**src/rtl/ysyx_22050550_ifu_fetch.sv**
```systemverilog
// ---------------------------------------------------------------------------
// ysyx_22050550_ifu_fetch
//
// Instruction fetch unit. It latches the next PC offered by the PC register,
// reads the aligned doubleword that holds it over an AR/R read channel, picks
// out the 32-bit instruction and presents {pc, inst, err} to the decode stage
// with a valid/ready handshake. Each instruction that decode takes produces a
// one-cycle advance pulse back to the PC register. A redirect from decode
// (flush_i) throws away whatever fetch is in flight.
//
// Ports
//   clock, reset      clock; synchronous active-high reset
//   pc_i              next PC from the PC register (the jump target during a flush)
//   pc_ready_o        one-cycle advance pulse to the PC register
//   flush_i           redirect taken in decode
//   mem_ar*           read address channel (valid/ready/addr)
//   mem_r*            read data channel (valid/ready/data/resp)
//   if_valid_o        instruction valid towards decode
//   if_ready_i        decode accepts the instruction
//   if_pc_o           PC of the presented instruction
//   if_inst_o         instruction word
//   if_err_o          fetch fault (bus error or misaligned PC)
// ---------------------------------------------------------------------------
module ysyx_22050550_ifu_fetch #(
    parameter int ADDR_W = 64,
    parameter int DATA_W = 64,
    parameter int INST_W = 32
) (
    input  logic              clock,
    input  logic              reset,
    input  logic [ADDR_W-1:0] pc_i,
    output logic              pc_ready_o,
    input  logic              flush_i,
    output logic              mem_arvalid_o,
    input  logic              mem_arready_i,
    output logic [ADDR_W-1:0] mem_araddr_o,
    input  logic              mem_rvalid_i,
    output logic              mem_rready_o,
    input  logic [DATA_W-1:0] mem_rdata_i,
    input  logic [1:0]        mem_rresp_i,
    output logic              if_valid_o,
    input  logic              if_ready_i,
    output logic [ADDR_W-1:0] if_pc_o,
    output logic [INST_W-1:0] if_inst_o,
    output logic              if_err_o
);

    // Instruction lanes inside one bus beat, and the number of byte-offset
    // bits that the bus address drops.
    localparam int LANES = DATA_W / INST_W;
    localparam int OFF_W = $clog2(DATA_W / 8);

    typedef enum logic [1:0] {
        S_IDLE,
        S_REQ,
        S_WAIT,
        S_HOLD
    } state_t;

    state_t            state_q, state_d;
    logic              drop_q, drop_d;     // the outstanding response belongs to a flushed fetch
    logic [ADDR_W-1:0] req_pc_q, req_pc_d;
    logic [INST_W-1:0] inst_q, inst_d;
    logic              err_q, err_d;

    // Split the beat into instruction-sized lanes; the PC bits just above the
    // instruction alignment choose which lane is the fetched instruction.
    logic [INST_W-1:0] lane_w [LANES];
    logic [INST_W-1:0] fetch_word;

    generate
        for (genvar gi = 0; gi < LANES; gi++) begin : g_lane
            assign lane_w[gi] = mem_rdata_i[gi*INST_W +: INST_W];
        end
    endgenerate

    assign fetch_word = lane_w[req_pc_q[OFF_W-1:2]];

    always_ff @(posedge clock) begin
        if (reset) begin
            state_q  <= S_IDLE;
            drop_q   <= 1'b0;
            req_pc_q <= '0;
            inst_q   <= '0;
            err_q    <= 1'b0;
        end else begin
            state_q  <= state_d;
            drop_q   <= drop_d;
            req_pc_q <= req_pc_d;
            inst_q   <= inst_d;
            err_q    <= err_d;
        end
    end

    always_comb begin
        state_d    = state_q;
        drop_d     = drop_q;
        req_pc_d   = req_pc_q;
        inst_d     = inst_q;
        err_d      = err_q;
        pc_ready_o = 1'b0;

        case (state_q)
            S_IDLE: begin
                // pc_i is already the redirect target if a flush is present,
                // so IDLE needs no flush handling of its own.
                req_pc_d = pc_i;
                if (pc_i[1:0] != 2'b00) begin
                    // Misaligned PC: report a fault without touching the bus.
                    inst_d  = '0;
                    err_d   = 1'b1;
                    state_d = S_HOLD;
                end else begin
                    state_d = S_REQ;
                end
            end

            S_REQ: begin
                // The address must stay put until accepted, so a flush here
                // only marks the eventual response as stale.
                if (flush_i) begin
                    drop_d = 1'b1;
                end
                if (mem_arready_i) begin
                    state_d = S_WAIT;
                end
            end

            S_WAIT: begin
                if (mem_rvalid_i) begin
                    if (drop_q || flush_i) begin
                        // Stale response: swallow it; nothing is outstanding afterwards.
                        drop_d  = 1'b0;
                        state_d = S_IDLE;
                    end else begin
                        inst_d  = fetch_word;
                        err_d   = |mem_rresp_i;
                        state_d = S_HOLD;
                    end
                end else if (flush_i) begin
                    drop_d = 1'b1;
                end
            end

            S_HOLD: begin
                // A flush retracts the instruction; the PC register updates
                // itself on a flush, so no advance pulse is given then.
                if (flush_i) begin
                    state_d = S_IDLE;
                end else if (if_ready_i) begin
                    pc_ready_o = 1'b1;
                    state_d    = S_IDLE;
                end
            end

            default: begin
                state_d = S_IDLE;
            end
        endcase
    end

    assign mem_arvalid_o = (state_q == S_REQ);
    assign mem_araddr_o  = {req_pc_q[ADDR_W-1:OFF_W], {OFF_W{1'b0}}};
    assign mem_rready_o  = (state_q == S_WAIT);

    assign if_valid_o = (state_q == S_HOLD);
    assign if_pc_o    = req_pc_q;
    assign if_inst_o  = inst_q;
    assign if_err_o   = err_q;

endmodule

```
**config.mk**
```make
export PLATFORM = sky130hd
export DESIGN_NAME = ysyx_22050550_ifu_fetch
export DESIGN_NICKNAME = d
export VERILOG_FILES = /design/src/rtl/ysyx_22050550_ifu_fetch.sv
export SDC_FILE = /design/constraint.sdc
export NUM_CORES = 1
export LEC_CHECK = 0
export BUFFER_PORTS_ARGS = -buffer_cell sky130_fd_sc_hd__buf_2
export CORE_ASPECT_RATIO = 0.5
export CORE_MARGIN = 4
export CORE_UTILIZATION = 39
export CTS_CLUSTER_DIAMETER = 100
export CTS_CLUSTER_SIZE = 40
export DETAILED_ROUTE_END_ITERATION = 10
export PLACE_DENSITY = 0.76
export RECOVER_POWER = 50
export SETUP_SLACK_MARGIN = 0.2
export SYNTH_ARGS = -nofsm -noshare
export SYNTH_HDL_FRONTEND = slang
export SYNTH_SLANG_ARGS = --single-unit
```
**constraint.sdc**
```tcl
create_clock -name clock -period 1.6 [get_ports clock]
set_input_delay 0.08 -clock clock [delete_from_list [all_inputs] [get_ports clock]]
set_output_delay 0.08 -clock clock [all_outputs]
set_load 0.02 [all_outputs]
```
* Word level (Yosys, flattened, before mapping) *
Cells that the tools add are included.

operators by class
  bitwise gates (word level) = 1
  eq/ne operators = 9
  shift operators = 0
  magnitude comparators = 1
  divide/modulo/power cells = 0
  $add $sub $neg = 0
  multipliers = 0
  reduce and logical (&&, ||, !) cells = 9
  mux-type cells = 25

operators with widths
  kind                                                              count
  32-bit two-way mux                                                6
  32-bit one-hot mux with 2 select lines                            1
  2-bit two-way mux                                                 6
  1-bit two-way mux                                                 9
  2-bit one-hot mux with 4 select lines                             1
  2-bit != test (second input constant)                             3
  3-bit by 2-bit != test with 1-bit output (second input constant)  2
  2-bit nonzero test                                                3
  2-bit == test (second input constant)                             2
  1-bit one-hot mux with 2 select lines                             2
  4-bit AND reduction                                               1
  3-bit AND reduction                                               1
  2-bit by 1-bit == test with 1-bit output (second input constant)  1
  2-bit greater-or-equal comparator (second input constant)         1
  2-bit logical NOT                                                 1
  2-bit by 1-bit != test with 1-bit output (second input constant)  1
  1-bit inverter with 2-bit output                                  1
  2-bit AND reduction                                               1
  2-bit OR reduction                                                1
  1-bit logical OR                                                  1

storage, ports and cells
  output and inout port bits = 165
  memories = 0
  memory bits (writable) = 0
  bits of input ports = 136
  bits in latches = 0
  memory bits (read-only) = 0
  register bits = 100
  logic and storage cells = 50

* Logic depth before layout (Yosys ltp) *
  depth in word-level cells = 7
  depth in mapped cells = 7

* Worst setup path before layout *
OpenSTA, ideal clock, no wires.

  path kind = register -> register
  start = reg state_q[0]
  end = reg state_q[0]
  arrival time = 1.620 ns
  period minus slack after synthesis = 1.690 ns
  path buffers = 0
  path slack = -0.090 ns
  stages on the path, launching flop included = 6
  setup time = 0.070 ns
  cell sequence = dfxtp_1 > inv_1 > ha_1 > or3b_1 > a2111o_1 > a21oi_1

between the ends
  word-level cells in the longest chain between the ends = 3

ends and longest elaborated chain
  element                        line  RTL
  start: declaration             60    state_t state_q, state_d;
  start signal: assignment       87    state_q <= state_d;
  2-bit == test *                n/a
  via mem_rready_o               38    output logic mem_rready_o,
  2-bit != test (no line)        n/a
  3-bit AND reduction (no line)  n/a

Mark *: on every way through the listed nets, which the timed path passes. The rest lies on a longest branch.
A chain may end at the register's enable or synchronous reset.

* Worst setup path after layout *
  start = reg state_q[0]
  end = reg inst_q[18], in the netlist if_inst_o[18]

between the ends
  word-level cells in the longest chain between the ends = 3

ends and longest elaborated chain
  element                                                        line  RTL
  2-bit == test or 2-bit logical NOT (tied branches)             103   case (state_q)
  2-bit != test (no line) or 2-bit nonzero test (tied branches)  n/a
  4-bit AND reduction (no line)                                  n/a
  end signal: assignment                                         90    inst_q <= inst_d;
  end: declaration                                               63    logic [INST_W-1:0] inst_q, inst_d;

Parallel ways exist; a longest one is shown, timed or not.

==> flow_metrics.env <==
export IMPL_status="complete, no violations"
export IMPL_grt_pass1_wl_um=21100
export IMPL_tightest_slew_ps=511
export IMPL_multiInputGateArea_um2=2200
export IMPL_finalNetCount=925
export IMPL_dieArea_um2=14000
export IMPL_vdd_drop_max_mv=0.708
export IMPL_num_antenna_cells=0
export IMPL_first_pass_iters=4
export IMPL_min_period_ps=1570
export IMPL_clock_fmax_mhz=636
export IMPL_period_share_pct=98.3
export IMPL_cts_buffers=9
export IMPL_gp_congestion=0.762
export IMPL_h_tree_depth=3
export IMPL_routed_via_density=4.59
export IMPL_cts_root_buf="clkbuf_16"
export IMPL_max_cap_violations=0
export IMPL_drv_slew=0
export IMPL_arrival_ps=1840
export IMPL_core_um2=11800
export IMPL_synth_warnings=0
export IMPL_num_vias=4375
export IMPL_drt_wl_total_um=14700
export IMPL_grt_start_max_net_pins=65
export IMPL_grt_pass1_vias=4353
export IMPL_cp_end_kind="flip-flop"
export IMPL_final_core_util_pct=59.4
export IMPL_worstSetupPathType="flip-flop to flip-flop"
export IMPL_area_growth_pct=48.9
export IMPL_rsz0062_at_grt="true"
export IMPL_setup_viol=0
export IMPL_synth_cell_types=30
export IMPL_gr_total_overflow=0
export IMPL_p_leak_nw=3.31
export IMPL_ys_ff_latch=100
export IMPL_cp_required_ps=1870
export IMPL_place_hpwl_um=9580
export IMPL_drive_gt1_share_pct=34.5
export IMPL_n_fill_cell=1076
export IMPL_first_iter_violations=156
export IMPL_port_buffers=297
export IMPL_syn_cell_area_um2=4710
export IMPL_synthArstFlopShare_pct=0
export IMPL_finalHoldViolCount=0
export IMPL_cts_buffer_depth=2
export IMPL_final_cells=953
export IMPL_ff_latch_area_um2=2010
export IMPL_synthFlopType="dfxtp_1"
export IMPL_power_density_nw_per_um2=1780
export IMPL_syn_inst=486
export IMPL_hp_class="input pin to flip-flop"
export IMPL_grtUsageTotal_pct=18.4
export IMPL_clock_skew_final_ps=6.98
export IMPL_place_inst=867
export IMPL_synth_edf_count=0
export IMPL_ant_nets=0
export IMPL_crit_fanout=8
export IMPL_clk_latency_ps=340
export IMPL_die_width_um=163
export IMPL_start_kind="flip-flop"
export IMPL_cts_sinks=100
export IMPL_die_h_um=85.7
export IMPL_ys_seq_area_share_pct=42.5
export IMPL_antenna_found_initial=0
export IMPL_row_count=28
export IMPL_wl_per_cell_um=15.4
export IMPL_ios=301
export IMPL_start_util_pct=39.9
export IMPL_drc=0
export IMPL_cts_tree="built"
export IMPL_synth_area_per_cell_um2=9.70
export IMPL_relSlewSlack_pct=65.6
export IMPL_path_clk_slew_ps=70
[state kept, by name, indices dropped and copies added (netlist names)]
| register | flops |
|---|---|
| drop_q | 1 |
| if_err_o | 1 |
| if_pc_o | 64 |
| if_inst_o | 32 |
| state_q | 2 |
[repair_timing]
item / CTS / global route
hold buffers: 56 / 0
endpoints found under the hold margin: 56 / 0
gates resized for setup: 9 / 11
pin swaps: 1 / 3
buffers inserted: 5 / 2
setup endpoints to repair: 98 / 100
gates cloned: 0 / 7
[cells by family (layout without fill, tap and decap cells)]
family          count (synthesis)  after routing  share of synthesized area, %
simple gates                  143            143                          12.4
fa+ha+maj                       6              6                          1.59
other cells                     1              3                        0.0796
mux                           129            129                          28.3
buf+inv                        97            397                          13.6
compound gates                 10             10                          1.57
flops                         100            100                          42.5
[cell usage in the layout, fill, tap and decap left out, drive strengths merged, types with 3 or more instances in the layout]
cell         instances
a21oi                3
buf                197
clkbuf             135
clkinvlp             3
conb                 3
dfxtp              100
dlygate4sd3         56
ha                   6
inv                  3
mux2                33
mux2i               96
nand2               64
nor2                67
nor2b                3
[final timing paths]
check,end,startpoint,slack (ps),cells after the start
min reg2reg,if_inst_o[9]$_SDFFE_PP0P_,if_inst_o[9]$_SDFFE_PP0P_,460,2
max,if_inst_o[18]$_SDFFE_PP0P_,state_q[0]$_SDFFE_PP0P_,30,6
max reg2reg,if_inst_o[18]$_SDFFE_PP0P_,state_q[0]$_SDFFE_PP0P_,30,6
min,if_pc_o[59]$_SDFFE_PP0N_,pc_i[59],9,3
[power by group]
group	switching, mW	total [mW]	internal (mW)
Sequential	0.484	3.59	3.11
Clock	0.932	2.19	1.26
Combinational	3.73	6.72	2.98
Total	5.15	12.5	7.34
[cell type report]
cell class / instances / share of cell area (%)
clock buffer: 11 / 3.46
clock inverter: 5 / 0.874
inverter: 4 / 0.321
multi-input combinational: 291 / 31.4
sequential: 100 / 28.6
tap: 165 / 2.94
timing repair buffer: 377 / 32.4
[worst max-delay path, cell delays in order, from the launching register on]
cell       delay (ps)
dfxtp_4           360
inv_6              80
ha_4              140
or3b_4            390
nand3_4           160
clkbuf_16         190
mux2i_1           180
[cell usage after synthesis (all sizes together) (2+ instances only)]
master  number  area [µm²]
buf         80         579
or3b         2        17.5
mux2i       96         961
ha           6        75.1
a21oi        3        15.0
clkbuf      13        48.8
nor2        67         251
mux2        33         372
dfxtp      100        2000
nand2       64         240
nor2b        3        18.8
inv          3        11.3
[stage by stage]
stage          hold WS [ps]  worst slack, ps  power, mW  cell area, µm²  setup TNS (ps)
5_1_grt                9.32            -39.5       13.2            7020            -199
4_1_cts                2.18             18.3       11.9            6970               0
6_report               9.32             26.9       12.5            7020               0
3_5_place_dp            321            -12.1       9.44            6020           -12.1
2_1_floorplan           199              117       8.26            4800               0
3_3_place_gp            312             56.8       9.32            6020               0
[metal layers]
metal	track usage, %	wire length, µm
met5	0	0
met4	6.93	427
met3	4.56	709
met2	35.0	7640
met1	20.0	5900
Note: power is estimated with default switching activity, not from simulation.
